$ cat src/rtl/axi_mem_arbiter_if.sv
// AXI4 bundle (AW/W/B/AR/R) shared by the arbiter's master and slave ports.
interface axi_if #(
  parameter int unsigned ADDR_W = 32,
  parameter int unsigned DATA_W = 64,
  parameter int unsigned ID_W   = 4
);
  localparam int unsigned STRB_W = DATA_W / 8;

  // Write address channel
  logic [ID_W-1:0]   awid;
  logic [ADDR_W-1:0] awaddr;
  logic [7:0]        awlen;
  logic [2:0]        awsize;
  logic [1:0]        awburst;
  logic              awlock;
  logic [3:0]        awcache;
  logic [2:0]        awprot;
  logic [3:0]        awqos;
  logic              awvalid;
  logic              awready;

  // Write data channel
  logic [DATA_W-1:0] wdata;
  logic [STRB_W-1:0] wstrb;
  logic              wlast;
  logic              wvalid;
  logic              wready;

  // Write response channel
  logic [ID_W-1:0]   bid;
  logic [1:0]        bresp;
  logic              bvalid;
  logic              bready;

  // Read address channel
  logic [ID_W-1:0]   arid;
  logic [ADDR_W-1:0] araddr;
  logic [7:0]        arlen;
  logic [2:0]        arsize;
  logic [1:0]        arburst;
  logic              arlock;
  logic [3:0]        arcache;
  logic [2:0]        arprot;
  logic [3:0]        arqos;
  logic              arvalid;
  logic              arready;

  // Read data channel
  logic [ID_W-1:0]   rid;
  logic [DATA_W-1:0] rdata;
  logic [1:0]        rresp;
  logic              rlast;
  logic              rvalid;
  logic              rready;

  // Side that issues transactions
  modport master (
    output awid, awaddr, awlen, awsize, awburst, awlock, awcache, awprot, awqos, awvalid,
    input  awready,
    output wdata, wstrb, wlast, wvalid,
    input  wready,
    input  bid, bresp, bvalid,
    output bready,
    output arid, araddr, arlen, arsize, arburst, arlock, arcache, arprot, arqos, arvalid,
    input  arready,
    input  rid, rdata, rresp, rlast, rvalid,
    output rready
  );

  // Side that services transactions
  modport slave (
    input  awid, awaddr, awlen, awsize, awburst, awlock, awcache, awprot, awqos, awvalid,
    output awready,
    input  wdata, wstrb, wlast, wvalid,
    output wready,
    output bid, bresp, bvalid,
    input  bready,
    input  arid, araddr, arlen, arsize, arburst, arlock, arcache, arprot, arqos, arvalid,
    output arready,
    output rid, rdata, rresp, rlast, rvalid,
    input  rready
  );
endinterface

$ cat src/rtl/axi_mem_arbiter.sv
// Two-master AXI4 arbiter onto one memory port: round-robin AR/AW,
// in-order W steering via an AW-order FIFO, ID-MSB based R/B return,
// and relocation of s1 addresses into the core memory window.
module axi_mem_arbiter #(
  parameter int unsigned       ADDR_W     = 32,
  parameter int unsigned       DATA_W     = 64,
  parameter int unsigned       S_ID_W     = 4,
  parameter int unsigned       WIN_BITS   = 28,
  parameter logic [ADDR_W-1:0] REMAP_BASE = 32'h1000_0000,
  parameter int unsigned       WQ_DEPTH   = 4
) (
  input  logic                        clock,
  input  logic                        reset,
  axi_if.slave                        s0,
  axi_if.slave                        s1,
  axi_if.master                       m,
  output logic [$clog2(WQ_DEPTH):0]   wq_level
);

  localparam int unsigned PTR_W = $clog2(WQ_DEPTH);
  localparam int unsigned LVL_W = PTR_W + 1;

  typedef enum logic {ARB_IDLE, ARB_HOLD} arb_state_e;

  // s1 keeps its low window bits; the upper bits come from the relocation base
  function automatic logic [ADDR_W-1:0] remap(input logic [ADDR_W-1:0] a);
    return {REMAP_BASE[ADDR_W-1:WIN_BITS], a[WIN_BITS-1:0]};
  endfunction

  // ---------------------------------------------------------------- AR
  arb_state_e ar_state_q;
  logic       ar_hold_src_q;
  logic       ar_last_q;
  logic       ar_win_c;
  logic       ar_sel_c;
  logic       ar_valid_c;
  logic       ar_fire_c;

  // AR winner: lone requester, else the one not granted last; frozen while held
  always_comb begin
    ar_win_c   = (s0.arvalid & s1.arvalid) ? ~ar_last_q : s1.arvalid;
    ar_sel_c   = (ar_state_q == ARB_HOLD) ? ar_hold_src_q : ar_win_c;
    ar_valid_c = ~reset & (ar_sel_c ? s1.arvalid : s0.arvalid);
    ar_fire_c  = ar_valid_c & m.arready;
  end

  // AR lock / round-robin pointer
  always_ff @(posedge clock) begin
    if (reset) begin
      ar_state_q    <= ARB_IDLE;
      ar_hold_src_q <= 1'b0;
      ar_last_q     <= 1'b1;
    end else begin
      case (ar_state_q)
        ARB_IDLE: begin
          if (ar_fire_c) begin
            ar_last_q <= ar_sel_c;
          end else if (ar_valid_c) begin
            ar_state_q    <= ARB_HOLD;
            ar_hold_src_q <= ar_sel_c;
          end
        end
        ARB_HOLD: begin
          if (ar_fire_c) begin
            ar_state_q <= ARB_IDLE;
            ar_last_q  <= ar_hold_src_q;
          end
        end
        default: ar_state_q <= ARB_IDLE;
      endcase
    end
  end

  assign m.arvalid  = ar_valid_c;
  assign m.arid     = {ar_sel_c, (ar_sel_c ? s1.arid : s0.arid)};
  assign m.araddr   = ar_sel_c ? remap(s1.araddr) : s0.araddr;
  assign m.arlen    = ar_sel_c ? s1.arlen   : s0.arlen;
  assign m.arsize   = ar_sel_c ? s1.arsize  : s0.arsize;
  assign m.arburst  = ar_sel_c ? s1.arburst : s0.arburst;
  assign m.arlock   = ar_sel_c ? s1.arlock  : s0.arlock;
  assign m.arcache  = ar_sel_c ? s1.arcache : s0.arcache;
  assign m.arprot   = ar_sel_c ? s1.arprot  : s0.arprot;
  assign m.arqos    = ar_sel_c ? s1.arqos   : s0.arqos;
  assign s0.arready = ar_valid_c & ~ar_sel_c & m.arready;
  assign s1.arready = ar_valid_c &  ar_sel_c & m.arready;

  // ---------------------------------------------------------------- AW-order FIFO state
  logic [WQ_DEPTH-1:0] wq_src_q;
  logic [PTR_W-1:0]    wq_wr_q;
  logic [PTR_W-1:0]    wq_rd_q;
  logic [LVL_W-1:0]    wq_level_q;
  logic                wq_full_c;
  logic                wq_empty_c;
  logic                wq_head_c;

  // FIFO status is taken from registered state only, so a same-cycle pop never unblocks AW
  always_comb begin
    wq_full_c  = (wq_level_q == LVL_W'(WQ_DEPTH));
    wq_empty_c = (wq_level_q == '0);
    wq_head_c  = wq_src_q[wq_rd_q];
  end

  // ---------------------------------------------------------------- AW
  arb_state_e aw_state_q;
  logic       aw_hold_src_q;
  logic       aw_last_q;
  logic       aw_win_c;
  logic       aw_sel_c;
  logic       aw_valid_c;
  logic       aw_fire_c;

  // AW winner, same rule as AR, additionally blocked while the order FIFO is full
  always_comb begin
    aw_win_c   = (s0.awvalid & s1.awvalid) ? ~aw_last_q : s1.awvalid;
    aw_sel_c   = (aw_state_q == ARB_HOLD) ? aw_hold_src_q : aw_win_c;
    aw_valid_c = ~reset & ~wq_full_c & (aw_sel_c ? s1.awvalid : s0.awvalid);
    aw_fire_c  = aw_valid_c & m.awready;
  end

  // AW lock / round-robin pointer
  always_ff @(posedge clock) begin
    if (reset) begin
      aw_state_q    <= ARB_IDLE;
      aw_hold_src_q <= 1'b0;
      aw_last_q     <= 1'b1;
    end else begin
      case (aw_state_q)
        ARB_IDLE: begin
          if (aw_fire_c) begin
            aw_last_q <= aw_sel_c;
          end else if (aw_valid_c) begin
            aw_state_q    <= ARB_HOLD;
            aw_hold_src_q <= aw_sel_c;
          end
        end
        ARB_HOLD: begin
          if (aw_fire_c) begin
            aw_state_q <= ARB_IDLE;
            aw_last_q  <= aw_hold_src_q;
          end
        end
        default: aw_state_q <= ARB_IDLE;
      endcase
    end
  end

  assign m.awvalid  = aw_valid_c;
  assign m.awid     = {aw_sel_c, (aw_sel_c ? s1.awid : s0.awid)};
  assign m.awaddr   = aw_sel_c ? remap(s1.awaddr) : s0.awaddr;
  assign m.awlen    = aw_sel_c ? s1.awlen   : s0.awlen;
  assign m.awsize   = aw_sel_c ? s1.awsize  : s0.awsize;
  assign m.awburst  = aw_sel_c ? s1.awburst : s0.awburst;
  assign m.awlock   = aw_sel_c ? s1.awlock  : s0.awlock;
  assign m.awcache  = aw_sel_c ? s1.awcache : s0.awcache;
  assign m.awprot   = aw_sel_c ? s1.awprot  : s0.awprot;
  assign m.awqos    = aw_sel_c ? s1.awqos   : s0.awqos;
  assign s0.awready = aw_valid_c & ~aw_sel_c & m.awready;
  assign s1.awready = aw_valid_c &  aw_sel_c & m.awready;

  // ---------------------------------------------------------------- W steering
  logic w_valid_c;
  logic w_pop_c;

  // The FIFO head owns the W channel until its last beat is accepted
  always_comb begin
    w_valid_c = ~reset & ~wq_empty_c & (wq_head_c ? s1.wvalid : s0.wvalid);
    w_pop_c   = w_valid_c & m.wready & m.wlast;
  end

  // AW-order FIFO: push source on AW handshake, pop on last W beat
  always_ff @(posedge clock) begin
    if (reset) begin
      wq_src_q   <= '0;
      wq_wr_q    <= '0;
      wq_rd_q    <= '0;
      wq_level_q <= '0;
    end else begin
      if (aw_fire_c) begin
        wq_src_q[wq_wr_q] <= aw_sel_c;
        wq_wr_q           <= wq_wr_q + PTR_W'(1);
      end
      if (w_pop_c) begin
        wq_rd_q <= wq_rd_q + PTR_W'(1);
      end
      case ({aw_fire_c, w_pop_c})
        2'b10:   wq_level_q <= wq_level_q + LVL_W'(1);
        2'b01:   wq_level_q <= wq_level_q - LVL_W'(1);
        default: wq_level_q <= wq_level_q;
      endcase
    end
  end

  assign wq_level  = wq_level_q;
  assign m.wvalid  = w_valid_c;
  assign m.wdata   = wq_head_c ? s1.wdata : s0.wdata;
  assign m.wstrb   = wq_head_c ? s1.wstrb : s0.wstrb;
  assign m.wlast   = wq_head_c ? s1.wlast : s0.wlast;
  assign s0.wready = ~reset & ~wq_empty_c & ~wq_head_c & m.wready;
  assign s1.wready = ~reset & ~wq_empty_c &  wq_head_c & m.wready;

  // ---------------------------------------------------------------- R/B return by ID MSB
  assign s0.rvalid = m.rvalid & ~m.rid[S_ID_W];
  assign s1.rvalid = m.rvalid &  m.rid[S_ID_W];
  assign s0.rid    = m.rid[S_ID_W-1:0];
  assign s1.rid    = m.rid[S_ID_W-1:0];
  assign s0.rdata  = m.rdata;
  assign s1.rdata  = m.rdata;
  assign s0.rresp  = m.rresp;
  assign s1.rresp  = m.rresp;
  assign s0.rlast  = m.rlast;
  assign s1.rlast  = m.rlast;
  assign m.rready  = m.rid[S_ID_W] ? s1.rready : s0.rready;

  assign s0.bvalid = m.bvalid & ~m.bid[S_ID_W];
  assign s1.bvalid = m.bvalid &  m.bid[S_ID_W];
  assign s0.bid    = m.bid[S_ID_W-1:0];
  assign s1.bid    = m.bid[S_ID_W-1:0];
  assign s0.bresp  = m.bresp;
  assign s1.bresp  = m.bresp;
  assign m.bready  = m.bid[S_ID_W] ? s1.bready : s0.bready;

endmodule

$ cat src/flat_wrapper.sv
// flat-port wrapper written by rule: the top's interface ports become plain ports
module axi_mem_arbiter_flat 
#(
  parameter int unsigned       ADDR_W     = 32,
  parameter int unsigned       DATA_W     = 64,
  parameter int unsigned       S_ID_W     = 4,
  parameter int unsigned       WIN_BITS   = 28,
  parameter logic [ADDR_W-1:0] REMAP_BASE = 32'h1000_0000,
  parameter int unsigned       WQ_DEPTH   = 4
)
  (clock, reset, wq_level, s0_awid, s0_awaddr, s0_awlen, s0_awsize, s0_awburst, s0_awlock, s0_awcache, s0_awprot, s0_awqos, s0_awvalid, s0_awready, s0_wdata, s0_wstrb, s0_wlast, s0_wvalid, s0_wready, s0_bid, s0_bresp, s0_bvalid, s0_bready, s0_arid, s0_araddr, s0_arlen, s0_arsize, s0_arburst, s0_arlock, s0_arcache, s0_arprot, s0_arqos, s0_arvalid, s0_arready, s0_rid, s0_rdata, s0_rresp, s0_rlast, s0_rvalid, s0_rready, s1_awid, s1_awaddr, s1_awlen, s1_awsize, s1_awburst, s1_awlock, s1_awcache, s1_awprot, s1_awqos, s1_awvalid, s1_awready, s1_wdata, s1_wstrb, s1_wlast, s1_wvalid, s1_wready, s1_bid, s1_bresp, s1_bvalid, s1_bready, s1_arid, s1_araddr, s1_arlen, s1_arsize, s1_arburst, s1_arlock, s1_arcache, s1_arprot, s1_arqos, s1_arvalid, s1_arready, s1_rid, s1_rdata, s1_rresp, s1_rlast, s1_rvalid, s1_rready, m_awid, m_awaddr, m_awlen, m_awsize, m_awburst, m_awlock, m_awcache, m_awprot, m_awqos, m_awvalid, m_awready, m_wdata, m_wstrb, m_wlast, m_wvalid, m_wready, m_bid, m_bresp, m_bvalid, m_bready, m_arid, m_araddr, m_arlen, m_arsize, m_arburst, m_arlock, m_arcache, m_arprot, m_arqos, m_arvalid, m_arready, m_rid, m_rdata, m_rresp, m_rlast, m_rvalid, m_rready);
  axi_if #(.ADDR_W(ADDR_W), .DATA_W(DATA_W), .ID_W(4)) s0_i ();
  axi_if #(.ADDR_W(ADDR_W), .DATA_W(DATA_W), .ID_W(4)) s1_i ();
  axi_if #(.ADDR_W(ADDR_W), .DATA_W(DATA_W), .ID_W(5)) m_i ();
  input  logic clock;
  input  logic reset;
  output logic [$clog2(WQ_DEPTH):0] wq_level;
  input wire logic [$bits(s0_i.awid)-1:0] s0_awid;
  input wire logic [$bits(s0_i.awaddr)-1:0] s0_awaddr;
  input wire logic [$bits(s0_i.awlen)-1:0] s0_awlen;
  input wire logic [$bits(s0_i.awsize)-1:0] s0_awsize;
  input wire logic [$bits(s0_i.awburst)-1:0] s0_awburst;
  input wire logic [$bits(s0_i.awlock)-1:0] s0_awlock;
  input wire logic [$bits(s0_i.awcache)-1:0] s0_awcache;
  input wire logic [$bits(s0_i.awprot)-1:0] s0_awprot;
  input wire logic [$bits(s0_i.awqos)-1:0] s0_awqos;
  input wire logic [$bits(s0_i.awvalid)-1:0] s0_awvalid;
  output wire logic [$bits(s0_i.awready)-1:0] s0_awready;
  input wire logic [$bits(s0_i.wdata)-1:0] s0_wdata;
  input wire logic [$bits(s0_i.wstrb)-1:0] s0_wstrb;
  input wire logic [$bits(s0_i.wlast)-1:0] s0_wlast;
  input wire logic [$bits(s0_i.wvalid)-1:0] s0_wvalid;
  output wire logic [$bits(s0_i.wready)-1:0] s0_wready;
  output wire logic [$bits(s0_i.bid)-1:0] s0_bid;
  output wire logic [$bits(s0_i.bresp)-1:0] s0_bresp;
  output wire logic [$bits(s0_i.bvalid)-1:0] s0_bvalid;
  input wire logic [$bits(s0_i.bready)-1:0] s0_bready;
  input wire logic [$bits(s0_i.arid)-1:0] s0_arid;
  input wire logic [$bits(s0_i.araddr)-1:0] s0_araddr;
  input wire logic [$bits(s0_i.arlen)-1:0] s0_arlen;
  input wire logic [$bits(s0_i.arsize)-1:0] s0_arsize;
  input wire logic [$bits(s0_i.arburst)-1:0] s0_arburst;
  input wire logic [$bits(s0_i.arlock)-1:0] s0_arlock;
  input wire logic [$bits(s0_i.arcache)-1:0] s0_arcache;
  input wire logic [$bits(s0_i.arprot)-1:0] s0_arprot;
  input wire logic [$bits(s0_i.arqos)-1:0] s0_arqos;
  input wire logic [$bits(s0_i.arvalid)-1:0] s0_arvalid;
  output wire logic [$bits(s0_i.arready)-1:0] s0_arready;
  output wire logic [$bits(s0_i.rid)-1:0] s0_rid;
  output wire logic [$bits(s0_i.rdata)-1:0] s0_rdata;
  output wire logic [$bits(s0_i.rresp)-1:0] s0_rresp;
  output wire logic [$bits(s0_i.rlast)-1:0] s0_rlast;
  output wire logic [$bits(s0_i.rvalid)-1:0] s0_rvalid;
  input wire logic [$bits(s0_i.rready)-1:0] s0_rready;
  input wire logic [$bits(s1_i.awid)-1:0] s1_awid;
  input wire logic [$bits(s1_i.awaddr)-1:0] s1_awaddr;
  input wire logic [$bits(s1_i.awlen)-1:0] s1_awlen;
  input wire logic [$bits(s1_i.awsize)-1:0] s1_awsize;
  input wire logic [$bits(s1_i.awburst)-1:0] s1_awburst;
  input wire logic [$bits(s1_i.awlock)-1:0] s1_awlock;
  input wire logic [$bits(s1_i.awcache)-1:0] s1_awcache;
  input wire logic [$bits(s1_i.awprot)-1:0] s1_awprot;
  input wire logic [$bits(s1_i.awqos)-1:0] s1_awqos;
  input wire logic [$bits(s1_i.awvalid)-1:0] s1_awvalid;
  output wire logic [$bits(s1_i.awready)-1:0] s1_awready;
  input wire logic [$bits(s1_i.wdata)-1:0] s1_wdata;
  input wire logic [$bits(s1_i.wstrb)-1:0] s1_wstrb;
  input wire logic [$bits(s1_i.wlast)-1:0] s1_wlast;
  input wire logic [$bits(s1_i.wvalid)-1:0] s1_wvalid;
  output wire logic [$bits(s1_i.wready)-1:0] s1_wready;
  output wire logic [$bits(s1_i.bid)-1:0] s1_bid;
  output wire logic [$bits(s1_i.bresp)-1:0] s1_bresp;
  output wire logic [$bits(s1_i.bvalid)-1:0] s1_bvalid;
  input wire logic [$bits(s1_i.bready)-1:0] s1_bready;
  input wire logic [$bits(s1_i.arid)-1:0] s1_arid;
  input wire logic [$bits(s1_i.araddr)-1:0] s1_araddr;
  input wire logic [$bits(s1_i.arlen)-1:0] s1_arlen;
  input wire logic [$bits(s1_i.arsize)-1:0] s1_arsize;
  input wire logic [$bits(s1_i.arburst)-1:0] s1_arburst;
  input wire logic [$bits(s1_i.arlock)-1:0] s1_arlock;
  input wire logic [$bits(s1_i.arcache)-1:0] s1_arcache;
  input wire logic [$bits(s1_i.arprot)-1:0] s1_arprot;
  input wire logic [$bits(s1_i.arqos)-1:0] s1_arqos;
  input wire logic [$bits(s1_i.arvalid)-1:0] s1_arvalid;
  output wire logic [$bits(s1_i.arready)-1:0] s1_arready;
  output wire logic [$bits(s1_i.rid)-1:0] s1_rid;
  output wire logic [$bits(s1_i.rdata)-1:0] s1_rdata;
  output wire logic [$bits(s1_i.rresp)-1:0] s1_rresp;
  output wire logic [$bits(s1_i.rlast)-1:0] s1_rlast;
  output wire logic [$bits(s1_i.rvalid)-1:0] s1_rvalid;
  input wire logic [$bits(s1_i.rready)-1:0] s1_rready;
  output wire logic [$bits(m_i.awid)-1:0] m_awid;
  output wire logic [$bits(m_i.awaddr)-1:0] m_awaddr;
  output wire logic [$bits(m_i.awlen)-1:0] m_awlen;
  output wire logic [$bits(m_i.awsize)-1:0] m_awsize;
  output wire logic [$bits(m_i.awburst)-1:0] m_awburst;
  output wire logic [$bits(m_i.awlock)-1:0] m_awlock;
  output wire logic [$bits(m_i.awcache)-1:0] m_awcache;
  output wire logic [$bits(m_i.awprot)-1:0] m_awprot;
  output wire logic [$bits(m_i.awqos)-1:0] m_awqos;
  output wire logic [$bits(m_i.awvalid)-1:0] m_awvalid;
  input wire logic [$bits(m_i.awready)-1:0] m_awready;
  output wire logic [$bits(m_i.wdata)-1:0] m_wdata;
  output wire logic [$bits(m_i.wstrb)-1:0] m_wstrb;
  output wire logic [$bits(m_i.wlast)-1:0] m_wlast;
  output wire logic [$bits(m_i.wvalid)-1:0] m_wvalid;
  input wire logic [$bits(m_i.wready)-1:0] m_wready;
  input wire logic [$bits(m_i.bid)-1:0] m_bid;
  input wire logic [$bits(m_i.bresp)-1:0] m_bresp;
  input wire logic [$bits(m_i.bvalid)-1:0] m_bvalid;
  output wire logic [$bits(m_i.bready)-1:0] m_bready;
  output wire logic [$bits(m_i.arid)-1:0] m_arid;
  output wire logic [$bits(m_i.araddr)-1:0] m_araddr;
  output wire logic [$bits(m_i.arlen)-1:0] m_arlen;
  output wire logic [$bits(m_i.arsize)-1:0] m_arsize;
  output wire logic [$bits(m_i.arburst)-1:0] m_arburst;
  output wire logic [$bits(m_i.arlock)-1:0] m_arlock;
  output wire logic [$bits(m_i.arcache)-1:0] m_arcache;
  output wire logic [$bits(m_i.arprot)-1:0] m_arprot;
  output wire logic [$bits(m_i.arqos)-1:0] m_arqos;
  output wire logic [$bits(m_i.arvalid)-1:0] m_arvalid;
  input wire logic [$bits(m_i.arready)-1:0] m_arready;
  input wire logic [$bits(m_i.rid)-1:0] m_rid;
  input wire logic [$bits(m_i.rdata)-1:0] m_rdata;
  input wire logic [$bits(m_i.rresp)-1:0] m_rresp;
  input wire logic [$bits(m_i.rlast)-1:0] m_rlast;
  input wire logic [$bits(m_i.rvalid)-1:0] m_rvalid;
  output wire logic [$bits(m_i.rready)-1:0] m_rready;
  assign s0_i.awid = s0_awid;
  assign s0_i.awaddr = s0_awaddr;
  assign s0_i.awlen = s0_awlen;
  assign s0_i.awsize = s0_awsize;
  assign s0_i.awburst = s0_awburst;
  assign s0_i.awlock = s0_awlock;
  assign s0_i.awcache = s0_awcache;
  assign s0_i.awprot = s0_awprot;
  assign s0_i.awqos = s0_awqos;
  assign s0_i.awvalid = s0_awvalid;
  assign s0_awready = s0_i.awready;
  assign s0_i.wdata = s0_wdata;
  assign s0_i.wstrb = s0_wstrb;
  assign s0_i.wlast = s0_wlast;
  assign s0_i.wvalid = s0_wvalid;
  assign s0_wready = s0_i.wready;
  assign s0_bid = s0_i.bid;
  assign s0_bresp = s0_i.bresp;
  assign s0_bvalid = s0_i.bvalid;
  assign s0_i.bready = s0_bready;
  assign s0_i.arid = s0_arid;
  assign s0_i.araddr = s0_araddr;
  assign s0_i.arlen = s0_arlen;
  assign s0_i.arsize = s0_arsize;
  assign s0_i.arburst = s0_arburst;
  assign s0_i.arlock = s0_arlock;
  assign s0_i.arcache = s0_arcache;
  assign s0_i.arprot = s0_arprot;
  assign s0_i.arqos = s0_arqos;
  assign s0_i.arvalid = s0_arvalid;
  assign s0_arready = s0_i.arready;
  assign s0_rid = s0_i.rid;
  assign s0_rdata = s0_i.rdata;
  assign s0_rresp = s0_i.rresp;
  assign s0_rlast = s0_i.rlast;
  assign s0_rvalid = s0_i.rvalid;
  assign s0_i.rready = s0_rready;
  assign s1_i.awid = s1_awid;
  assign s1_i.awaddr = s1_awaddr;
  assign s1_i.awlen = s1_awlen;
  assign s1_i.awsize = s1_awsize;
  assign s1_i.awburst = s1_awburst;
  assign s1_i.awlock = s1_awlock;
  assign s1_i.awcache = s1_awcache;
  assign s1_i.awprot = s1_awprot;
  assign s1_i.awqos = s1_awqos;
  assign s1_i.awvalid = s1_awvalid;
  assign s1_awready = s1_i.awready;
  assign s1_i.wdata = s1_wdata;
  assign s1_i.wstrb = s1_wstrb;
  assign s1_i.wlast = s1_wlast;
  assign s1_i.wvalid = s1_wvalid;
  assign s1_wready = s1_i.wready;
  assign s1_bid = s1_i.bid;
  assign s1_bresp = s1_i.bresp;
  assign s1_bvalid = s1_i.bvalid;
  assign s1_i.bready = s1_bready;
  assign s1_i.arid = s1_arid;
  assign s1_i.araddr = s1_araddr;
  assign s1_i.arlen = s1_arlen;
  assign s1_i.arsize = s1_arsize;
  assign s1_i.arburst = s1_arburst;
  assign s1_i.arlock = s1_arlock;
  assign s1_i.arcache = s1_arcache;
  assign s1_i.arprot = s1_arprot;
  assign s1_i.arqos = s1_arqos;
  assign s1_i.arvalid = s1_arvalid;
  assign s1_arready = s1_i.arready;
  assign s1_rid = s1_i.rid;
  assign s1_rdata = s1_i.rdata;
  assign s1_rresp = s1_i.rresp;
  assign s1_rlast = s1_i.rlast;
  assign s1_rvalid = s1_i.rvalid;
  assign s1_i.rready = s1_rready;
  assign m_awid = m_i.awid;
  assign m_awaddr = m_i.awaddr;
  assign m_awlen = m_i.awlen;
  assign m_awsize = m_i.awsize;
  assign m_awburst = m_i.awburst;
  assign m_awlock = m_i.awlock;
  assign m_awcache = m_i.awcache;
  assign m_awprot = m_i.awprot;
  assign m_awqos = m_i.awqos;
  assign m_awvalid = m_i.awvalid;
  assign m_i.awready = m_awready;
  assign m_wdata = m_i.wdata;
  assign m_wstrb = m_i.wstrb;
  assign m_wlast = m_i.wlast;
  assign m_wvalid = m_i.wvalid;
  assign m_i.wready = m_wready;
  assign m_i.bid = m_bid;
  assign m_i.bresp = m_bresp;
  assign m_i.bvalid = m_bvalid;
  assign m_bready = m_i.bready;
  assign m_arid = m_i.arid;
  assign m_araddr = m_i.araddr;
  assign m_arlen = m_i.arlen;
  assign m_arsize = m_i.arsize;
  assign m_arburst = m_i.arburst;
  assign m_arlock = m_i.arlock;
  assign m_arcache = m_i.arcache;
  assign m_arprot = m_i.arprot;
  assign m_arqos = m_i.arqos;
  assign m_arvalid = m_i.arvalid;
  assign m_i.arready = m_arready;
  assign m_i.rid = m_rid;
  assign m_i.rdata = m_rdata;
  assign m_i.rresp = m_rresp;
  assign m_i.rlast = m_rlast;
  assign m_i.rvalid = m_rvalid;
  assign m_rready = m_i.rready;
  axi_mem_arbiter #(.ADDR_W(ADDR_W), .DATA_W(DATA_W), .S_ID_W(S_ID_W), .WIN_BITS(WIN_BITS), .REMAP_BASE(REMAP_BASE), .WQ_DEPTH(WQ_DEPTH)) u_core (.clock(clock), .reset(reset), .s0(s0_i), .s1(s1_i), .m(m_i), .wq_level(wq_level));
endmodule
$ cat config.mk
export PLATFORM = sky130hd
export DESIGN_NAME = axi_mem_arbiter_flat
export DESIGN_NICKNAME = d
export VERILOG_FILES = /design/src/rtl/axi_mem_arbiter_if.sv /design/src/rtl/axi_mem_arbiter.sv /design/src/flat_wrapper.sv
export SDC_FILE = /design/constraint.sdc
export NUM_CORES = 1
export LEC_CHECK = 0
export BUFFER_PORTS_ARGS = -buffer_cell sky130_fd_sc_hd__buf_2
export CAP_MARGIN = 20
export CORE_AREA = 8 8 330 332
export DETAILED_ROUTE_END_ITERATION = 7
export DIE_AREA = 0 0 338 340
export GPL_TIMING_DRIVEN = 0
export HOLD_SLACK_MARGIN = 0.15
export PLACE_DENSITY = 0.35
export SLEW_MARGIN = 20
export SYNTH_ARGS = -nofsm -noshare
export SYNTH_HDL_FRONTEND = slang
export SYNTH_SLANG_ARGS = --single-unit
export TNS_END_PERCENT = 30
$ cat constraint.sdc
create_clock -name clock -period 3.6 [get_ports clock]
set_input_delay 0.18 -clock clock [delete_from_list [all_inputs] [get_ports clock]]
set_output_delay 0.18 -clock clock [all_outputs]
set_load 0.005 [all_outputs]
==> reports/results.txt <==
Outcome -> complete, no violations
Worst Path Required -> 3.42 ns
Root Driver -> clkbuf_16
WL final -> 56.0 mm
Core box area -> 104000 um2
CP Class -> register to output port
Layout cells sized above 1 -> 90.6%
Worst R2R Path Depth -> 11
Hold Crit Depth -> 2
Hold buffers post-CTS -> 0
Via count -> 6758
Dominant synthesized flop cell -> dfxtp_1
RD Place Congestion -> 0.801
Comb power frac -> 73.3%
Starting Density -> 4.27%
Slowest cell delay on critical path -> 0.54 ns
Sink Count -> 17
Synthesis-stage register bit count -> 17
Syn-to-layout area delta -> 128%
DRC -> 0
Antenna violations before repair -> 85
Worst slew pin tran -> 0.851 ns
Antenna Violating Nets Remaining -> 0
Horiz. Die Dim -> 338 um
Largest net degree at the start of global routing -> 12
Hold Path Class -> input pin to register
Mapped Nets -> 982
# IOs -> 855
Die H -> 340 um
Async set-reset flop share out of synthesis -> 0%
Worst path arrival time -> 2.79 ns
Area contributors post-synth -> mux2_2 (48%), buf_4 (26%), dfxtp_1 (7.7%), buf_2 (2.3%), ha_1 (1.4%)
Max-cap viol count -> 0
PwrDens -> 164 nW/um2
Post-place instance area -> 10000 um2
PortBufs -> 768
Synthesized area -> 4450 um2
Final Cycle Share -> 82.5%
Max_slew headroom -> 43.1%
R2R setup slack -> 0.65 ns
Mapped Cells -> 490
Post-CTS Setup Bufs -> 0
Distinct cells, synth -> 38
CP Capture Type -> output port
Setup violators final -> 0
Fmax -> 337 MHz
Drt first-iter violations -> 253
NumNets Final -> 1755
Number of global-route vias before repair -> 7187
Remaining global-route overflow -> 0
Syn Area/Cell -> 9.08 um2
Clock network latency to the later pin of the worst-skew pair -> 0.25 ns
Sequential power share -> 12.7%
Critical path peak fanout -> 10
Final hold viol count -> 0
GRT Util Overall -> 8.92%
DIE AREA -> 115000 um2
TritonCTS buffer count -> 3
Worst hold path startpoint -> m_arready
First-pass DRT Iterations -> 4
WHS -> 0.186 ns
Synth top area share -> 47.8%
Switching part of the total -> 36.8%
RSZ-0062 raised after global routing -> no
Hpwl dp -> 53.6 mm
Synth area leader -> mux2_2
Clock share of power -> 14.0%
Clk_skew -> 0.00506 ns
Most Frequent Cell on Critical Path -> buf_2
Switch Pwr -> 0.612 mW
Rows -> 119
Max Root-Sink Buffers -> 2
Htree depth -> 1
Worst-path clk slew -> 0.06 ns
Slew Limit Fails -> 0
Cell internal pwr -> 1.05 mW
Critical path, cell by cell -> nand2b_1 -> a21oi_1 -> a21oi_2 -> buf_2 -> clkbuf_1 -> inv_1 -> nor2_1 -> buf_2
Post-synth EDFFs -> 0
Crit start category -> register
Crit-path slowest cell -> clkbuf_1
Minimum clock period -> 2.97 ns
Crit Reg-Reg Endpoint -> u_core.wq_level[2]
CTS tree -> done
Maximum VDD drop -> 0.131 mV
Vias per cell -> 2.53
WL/cell -> 21.0 um
Sequential fraction of the synthesis area -> 7.65%
Final TNS setup -> 0 ns
Syn. warnings -> 0
# resized after CTS -> 0
Wire length of the first global-routing pass -> 69.5 mm
Design Area, Final -> 10200 um2
Leakage -> 5.07 nW
==> cell usage after synthesis (2+ instances only) <==
master and instances:
mux2_2 189, buf_4 156, buf_2 20, dfxtp_1 17
nor2_1 14, inv_1 12, and2_1 9, a21oi_1 8
nand2_1 6, clkbuf_1 5, ha_1 5, a311oi_1 4
a41oi_1 4, mux2i_1 4, nand2b_1 3, nand3_1 3
nor2b_1 3, o21ai_0 3, or3_1 3, and3_1 2
nor3_1 2, xor2_1 2
==> placed cells by master, fill, tap and decap left out, types with 5 or more instances in the layout <==
master / synthesis / layout
ha_1: 5 / 5
diode_2: 0 / 13
and2_1: 9 / 9
mux2_2: 189 / 189
dfxtp_1: 17 / 17
nand2_1: 6 / 6
inv_1: 12 / 12
buf_4: 156 / 156
nor2_1: 14 / 14
a21oi_1: 8 / 7
buf_2: 20 / 788
==> cell type report <==
type                    count  area (um2)
fillers                 12246       93900
repair buffers            768        3840
multi-input cells         280        2780
well taps                1391        1740
plain buffers             181        1290
flip-flops and latches     17         340
clock buffers               3        75.1
inverters                  12        45.0
diodes                     13        32.5
clock inverters             1        7.51
==> worst max-delay path by stage <==
stage / from / endpoint / slack [ns] / cells past startpoint
finish: register / s0_awready / 0.63 / 8
global route: register / s0_awready / 0.12 / 8
CTS: register / s0_awready / 0.28 / 8
detailed placement: register / u_core.wq_level[2] / 0.56 / 11
global placement: register / s0_awready / 0.14 / 8
floorplan: u_core.wq_rd_q[0] / u_core.wq_level[2] / 1.05 / 9
==> layer usage <==
layer  routed length (um)  global-route usage, %  vias up
met3                 4930                   2.01      124
met2                28600                   17.2      603
met4                 1030                  0.407        2
met5                   13                      0        -
met1                21400                   10.4     2911
li1                     -                      -     3118
==> worst max-delay path, delay by kind of cell (launching register included) <==
| kind | cells | cell delay, ns |
|---|---|---|
| buffers and inverters | 4 | 1.31 |
| AOI/OAI and AO/OA | 2 | 0.49 |
| DFF | 1 | 0.42 |
| and+or+nand+nor | 2 | 0.31 |
==> through the flow <==
| stage | worst slack [ns] | instances | util (%) | power (mW) |
|---|---|---|---|---|
| after detailed placement | 0.559 | 2649 | 9.64 | 1.46 |
| after CTS | 0.279 | 2653 | 9.72 | 1.71 |
| final | 0.629 | 2666 | 9.75 | 1.66 |
| after global placement | 0.143 | 2649 | 9.64 | 1.47 |
| after global routing | 0.121 | 2654 | 9.73 | 1.80 |
| after floorplan | 1.05 | 490 | - | 0.762 |
==> cells by family (layout without fill, tap and decap cells) <==
group | Yosys count | in the layout | share of synthesized area (%)
AO/OA/AOI/OAI | 29 | 29 | 4.92
XOR/XNOR | 2 | 2 | 0.394
adder cells (fa/ha/maj) | 6 | 6 | 1.86
buffers and inverters | 193 | 965 | 30.0
flip-flops | 17 | 17 | 7.65
multiplexers | 195 | 195 | 49.6
other | 0 | 13 | 0
AND/OR/NAND/NOR | 48 | 48 | 5.57
==> power groups by stage <==
stage          logic [mW]  registers, mW  clock network, mW
6_report             1.22          0.211              0.233
5_1_grt              1.33          0.213              0.253
4_1_cts              1.25          0.211              0.244
3_5_place_dp         1.25          0.215                  0
3_3_place_gp         1.25          0.215                  0
2_1_floorplan       0.551          0.212                  0
Power figures use the tool's default switching activity.
